`config.mk`:
```
export PLATFORM = sky130hd
export DESIGN_NAME = flt2fix_seq_param
export DESIGN_NICKNAME = d
export VERILOG_FILES = /design/src/rtl/flt2fix_seq_param.sv
export SDC_FILE = /design/constraint.sdc
export NUM_CORES = 1
export LEC_CHECK = 0
export BUFFER_PORTS_ARGS = -buffer_cell sky130_fd_sc_hd__buf_2
export CORE_MARGIN = 2
export CORE_UTILIZATION = 40
export CTS_CLUSTER_DIAMETER = 80
export CTS_CLUSTER_SIZE = 8
export DETAILED_ROUTE_END_ITERATION = 8
export SETUP_SLACK_MARGIN = 0.5
export SLEW_MARGIN = 20
export SYNTH_ARGS = -nofsm -noshare
export SYNTH_HDL_FRONTEND = slang
export SYNTH_SLANG_ARGS = --single-unit
```
`constraint.sdc`:
```
create_clock -name clk -period 6.7 [get_ports clk]
set_clock_uncertainty 0.1 [all_clocks]
set_input_delay 0.67 -clock clk [delete_from_list [all_inputs] [get_ports clk]]
set_output_delay 0.67 -clock clk [all_outputs]
set_load 0.005 [all_outputs]
```
`src/rtl/flt2fix_seq_param.sv`:
```
// Sequential float -> fixed-point converter with selectable rounding,
// sign-magnitude / two's-complement output and overflow / inexact flags.
module flt2fix_seq_param #(
    parameter int EXP_W  = 5,
    parameter int MAN_W  = 10,
    parameter int BIAS   = 15,
    parameter int INT_W  = 8,
    parameter int FRAC_W = 8
) (
    input  logic                     clk,
    input  logic                     reset,
    input  logic                     start,
    input  logic [EXP_W+MAN_W:0]     flt_in,
    input  logic                     rnd_mode,
    input  logic                     twos_c,
    output logic                     busy,
    output logic                     done,
    output logic [INT_W+FRAC_W-1:0]  fix_out,
    output logic                     ovf,
    output logic                     inexact
);

    localparam int FIX_W = INT_W + FRAC_W;
    localparam int MAG_W = FIX_W - 1;
    localparam int EMAX  = INT_W - 1;
    localparam int NCAP  = MAN_W + 2;
    localparam int LMAX  = FRAC_W - MAN_W + EMAX - 1;
    localparam int NMAX  = (NCAP > LMAX) ? NCAP : LMAX;
    localparam int CNT_W = $clog2(NMAX + 1) + 1;

    typedef enum logic [2:0] {
        S_IDLE,
        S_UNPACK,
        S_SHIFT,
        S_ROUND,
        S_DONE
    } state_t;

    state_t                 state_q, state_d;
    logic [EXP_W+MAN_W:0]   flt_q, flt_d;
    logic                   rnd_q, rnd_d;
    logic                   tc_q, tc_d;
    logic                   left_q, left_d;
    logic                   sat_q, sat_d;
    logic [MAG_W-1:0]       mag_q, mag_d;
    logic                   guard_q, guard_d;
    logic                   sticky_q, sticky_d;
    logic [CNT_W-1:0]       cnt_q, cnt_d;
    logic                   busy_q, busy_d;
    logic                   done_q, done_d;
    logic [FIX_W-1:0]       fix_q, fix_d;
    logic                   ovf_q, ovf_d;
    logic                   inexact_q, inexact_d;

    logic [EXP_W-1:0]       exp_f;
    logic [MAN_W-1:0]       man_f;
    logic                   sign_f;
    int                     e_v;
    int                     sh_v;
    int                     n_v;
    logic                   inc;
    logic [MAG_W:0]         sum;
    logic [MAG_W-1:0]       mag_fin;
    logic                   ovf_fin;

    assign exp_f  = flt_q[MAN_W +: EXP_W];
    assign man_f  = flt_q[MAN_W-1:0];
    assign sign_f = flt_q[EXP_W+MAN_W];
    assign e_v    = (exp_f != '0) ? int'(exp_f) - BIAS : 1 - BIAS;
    assign sh_v   = e_v - MAN_W + FRAC_W;
    // Right shifts past NCAP only feed sticky, so the count is capped there.
    assign n_v    = (sh_v >= 0) ? sh_v : ((-sh_v > NCAP) ? NCAP : -sh_v);

    assign inc     = rnd_q & guard_q & (sticky_q | mag_q[0]);
    assign sum     = {1'b0, mag_q} + {{MAG_W{1'b0}}, inc};
    assign mag_fin = sum[MAG_W] ? {MAG_W{1'b1}} : sum[MAG_W-1:0];
    assign ovf_fin = sat_q | sum[MAG_W];

    always_comb begin
        state_d   = state_q;
        flt_d     = flt_q;
        rnd_d     = rnd_q;
        tc_d      = tc_q;
        left_d    = left_q;
        sat_d     = sat_q;
        mag_d     = mag_q;
        guard_d   = guard_q;
        sticky_d  = sticky_q;
        cnt_d     = cnt_q;
        busy_d    = busy_q;
        done_d    = 1'b0;
        fix_d     = fix_q;
        ovf_d     = ovf_q;
        inexact_d = inexact_q;
        unique case (state_q)
            S_IDLE, S_DONE: begin
                state_d = S_IDLE;
                if (start) begin
                    flt_d   = flt_in;
                    rnd_d   = rnd_mode;
                    tc_d    = twos_c;
                    busy_d  = 1'b1;
                    state_d = S_UNPACK;
                end
            end
            S_UNPACK: begin
                guard_d  = 1'b0;
                sticky_d = 1'b0;
                sat_d    = 1'b0;
                left_d   = 1'b0;
                cnt_d    = '0;
                mag_d    = MAG_W'({|exp_f, man_f});
                if ((&exp_f) || e_v >= EMAX) begin
                    mag_d = {MAG_W{1'b1}};
                    sat_d = 1'b1;
                end else if (exp_f == '0 && man_f == '0) begin
                    mag_d = '0;
                end else begin
                    left_d = (sh_v >= 0);
                    cnt_d  = CNT_W'(n_v);
                end
                state_d = (cnt_d == '0) ? S_ROUND : S_SHIFT;
            end
            S_SHIFT: begin
                if (left_q) begin
                    mag_d = mag_q << 1;
                end else begin
                    mag_d    = mag_q >> 1;
                    guard_d  = mag_q[0];
                    sticky_d = sticky_q | guard_q;
                end
                cnt_d = cnt_q - 1'b1;
                if (cnt_q == CNT_W'(1)) state_d = S_ROUND;
            end
            S_ROUND: begin
                ovf_d     = ovf_fin;
                inexact_d = (guard_q | sticky_q) & ~ovf_fin;
                if (tc_q)
                    fix_d = sign_f ? -{1'b0, mag_fin} : {1'b0, mag_fin};
                else
                    fix_d = {sign_f, mag_fin};
                done_d  = 1'b1;
                busy_d  = 1'b0;
                state_d = S_DONE;
            end
            default: state_d = S_IDLE;
        endcase
    end

    always_ff @(posedge clk) begin
        if (reset) begin
            state_q   <= S_IDLE;
            flt_q     <= '0;
            rnd_q     <= 1'b0;
            tc_q      <= 1'b0;
            left_q    <= 1'b0;
            sat_q     <= 1'b0;
            mag_q     <= '0;
            guard_q   <= 1'b0;
            sticky_q  <= 1'b0;
            cnt_q     <= '0;
            busy_q    <= 1'b0;
            done_q    <= 1'b0;
            fix_q     <= '0;
            ovf_q     <= 1'b0;
            inexact_q <= 1'b0;
        end else begin
            state_q   <= state_d;
            flt_q     <= flt_d;
            rnd_q     <= rnd_d;
            tc_q      <= tc_d;
            left_q    <= left_d;
            sat_q     <= sat_d;
            mag_q     <= mag_d;
            guard_q   <= guard_d;
            sticky_q  <= sticky_d;
            cnt_q     <= cnt_d;
            busy_q    <= busy_d;
            done_q    <= done_d;
            fix_q     <= fix_d;
            ovf_q     <= ovf_d;
            inexact_q <= inexact_d;
        end
    end

    assign busy    = busy_q;
    assign done    = done_q;
    assign fix_out = fix_q;
    assign ovf     = ovf_q;
    assign inexact = inexact_q;

endmodule

```
==> metrics.cfg <==
[run_status]
run_status = completed

[final_layout]
layout-drive-gt1-share = 0.138
finalNetCount = 638
num-fill-cells = 1160
regArea_um2 = 1300
syn_to_final_growth_pct = 10.1
multiInputGateArea_um2 = 2880
layoutNonFillerInstCount = 742
antenna_cells_inserted = 0

[sta]
period_needed_ns = 4.87
timing.final.ws_setup_ns = 1.83
timing_hold_violations_final = 0
fin_crit_sh = 0.727
relSlewSlack = 0.402
setup_viol = 0
tightestPinTransition_ns = 0.898
timing.fmax_mhz = 205
slew_viol_final = 0
tns_ns = 0
grt_setup_unrepaired = no

[die]
ios = 41
dieArea_um2 = 11800
die_height_um = 109
floorplan.rows = 38
floorplan.initialDensity = 0.407
chipWidth_um = 109
placeable_core_region_um2 = 10700

[logic_synthesis]
synthSimpleGateAreaFrac = 0.283
postSynthCellCount = 581
combinational_family_with_the_most_area_after_synthesis = simple AND/OR/NAND/NOR gates
synth.area.top_cells = sky130_fd_sc_hd__dfxtp_1 30%, sky130_fd_sc_hd__a21oi_1 8.2%, sky130_fd_sc_hd__nand2_1 8.2%
netlist.top_cell.by_area = sky130_fd_sc_hd__dfxtp_1
synth_compound_gate_area_share = 0.229
yosysUniqueCellTypes = 67
synth_mux_area_frac = 0.0340
synthXorXnorAreaFrac = 0.0532
ys_warn_count = 0
ys_seq_elements = 65
synth.net_count = 622
ys_async_sr_fraction = 0
ys_seq_area_frac = 0.298
synth.most_common_cell = sky130_fd_sc_hd__nand2_1
synthesis.area_um2 = 4370
yosys.area_share.adder = 0.0572
post_synth.cell_area_avg_um2 = 7.53
synth_top_cell_area_share = 0.298
synth_enable_flop_cells = 0
ys_top_cells_by_count = 96 x sky130_fd_sc_hd__nand2_1, 72 x sky130_fd_sc_hd__a21oi_1, 65 x sky130_fd_sc_hd__dfxtp_1
postSynth.topFlopCell = sky130_fd_sc_hd__dfxtp_1

[setup_path]
critPathRequiredTime_ns = 6.86
worstPathBufferInverterCount = 1
critical_path.most_common_cell = sky130_fd_sc_hd__ha_1
critical_path.cell_chain = inv_1, ha_1, or4b_2, nand2_1, ha_1, nand4_1, ha_1, nor4b_2, nand3_1, nand2b_1, a311o_1, o21ai_0, o2111ai_1, nor4_4, o211ai_1, a311o_1, o32ai_2
cp_max_fo = 7
worst_setup_path_end_kind = register
cpLargestDelayFamily = simple AND/OR/NAND/NOR gates
worst_setup_path_start_kind = register
critical-path-max-stage-delay_ns = 0.70
path_class = reg -> reg
cp.arrival_ns = 5.03
library_cell_contributing_the_largest_single_delay_on_the_critical_path = sky130_fd_sc_hd__or4b_2

[detailed_routing]
detailroute.wirelength.met2_mm = 5.24
met1Wirelength_mm = 5.42
dr.max_layer_used = met4
postRouteWirelength_mm = 11.3
post_dr_vias_cell = 5.71
post_drt_wl_per_cell_um = 15.3
ant_nets = 0
drc = 0
initial_drt_pass_iterations = 4
drt-initial-drc-count = 274
met3_wirelength_um = 508
routed-via-count = 4240

[worst_hold_path]
worstHoldPathType = reg -> reg

[clock_network]
post_cts.resized_instances = 0
numCtsBuffers = 9
cts_tree = yes
postCtsHoldBufs = 0
numClockSinks = 65
worst_setup_hold_path_clk_slew_ns = 0.08
h-tree-depth = 3
cts.repair_timing.setup_buffer_count = 0
insertion_delay_ns = 0.35
clk_path_buf_depth = 2
cts.root.buffer_cell = sky130_fd_sc_hd__clkbuf_8

[global_route]
grt_antenna_before_repair = 0
globalRouteTotalUtil = 0.203
grt_max_degree = 68
grt_overflow_total = 0
first_global_vias = 3898
grt_first_pass_wirelength_mm = 19.2

[power]
power_per_cell_area_nw_per_um2 = 245
total_leakage_power_nw = 1.84
worst_ir_drop_vdd_uv = 138

[placed_design]
placedCellCount = 726
port_buffers = 40
place_ws_ns = 1.89
post-dp-hpwl_mm = 8.23
gpl.final_weighted_congestion = 0.870

[job]
drv.max_cap_violation_count = 0

worst reg2reg max path, delay by kind of cell (launching register included):
| kind | cells | cell delay [ns] |
|---|---|---|
| adders and majority gates | 3 | 0.87 |
| and+or+nand+nor | 7 | 2.00 |
| AOI/OAI and AO/OA | 6 | 1.38 |
| buffers and inverters | 1 | 0.08 |
| DFF | 1 | 0.36 |
report_power, final:
part	leakage [nW]	total [mW]	internal [mW]	switching (mW)
logic	1.21	0.373	0.139	0.234
registers	0.529	0.461	0.417	0.0439
clock network	0.103	0.344	0.183	0.161
area by class of cell:
type                            instances  share of cell area
Clock buffer                           10              0.0286
Clock inverter                          6              0.0135
Inverter                               14              0.0109
Sequential cell                        65               0.270
Timing Repair Buffer                   41              0.0431
Tap cell                              140              0.0364
Multi-Input combinational cell        466               0.597
flip-flops by register name (all words and copies together), names as in the netlist, 3 cells and up:
name	flops
cnt_q	5
fix_out	16
flt_q	16
mag_q	15
state_q	3
layer usage:
layer,vias up,track usage
met3,18,0.0344
met4,0,0.0623
li1,2119,-
met5,-,0
met2,100,0.320
met1,2003,0.284
final timing paths:
| path | start | to | slack (ns) | depth (start not counted) |
|---|---|---|---|---|
| setup / recovery | flt_q[10] | state_q[0] | 1.83 | 17 |
| hold reg to reg | inexact | inexact | 0.35 | 2 |
| setup reg to reg | flt_q[10] | state_q[0] | 1.83 | 17 |
| hold / removal | inexact | inexact | 0.35 | 2 |
per-stage QoR:
step,hold slack [ns],util,instance area (µm²),power [mW]
after global placement,0.339,0.429,4610,0.832
after global routing,0.380,0.448,4810,1.26
after floorplan,0.322,-,4370,0.750
after CTS,0.355,0.448,4810,1.18
final,0.351,0.448,4810,1.18
after detailed placement,0.342,0.429,4610,0.837
logic make-up after synthesis:
logic type / Yosys count
DFF: 65
buffers and inverters: 50
AOI/OAI and AO/OA: 153
and+or+nand+nor: 255
xor gates and xnor gates: 24
muxes: 14
adders and majority gates: 20
layout by cell type (no fill, tap or decap), drive strengths merged, types with 7 or more instances in the layout:
cell type,synthesis,final
a211oi,8,8
a21oi,73,73
and2,9,9
and3,10,10
buf,4,41
clkbuf,32,10
dfxtp,65,65
ha,20,20
inv,14,15
mux2,7,7
mux2i,7,7
nand2,96,96
nand3,21,21
nand4,13,13
nor2,57,57
nor3,11,11
o21ai,19,19
o221ai,9,9
xnor2,11,11
xor2,12,12
(Power assumes the default switching activity.)
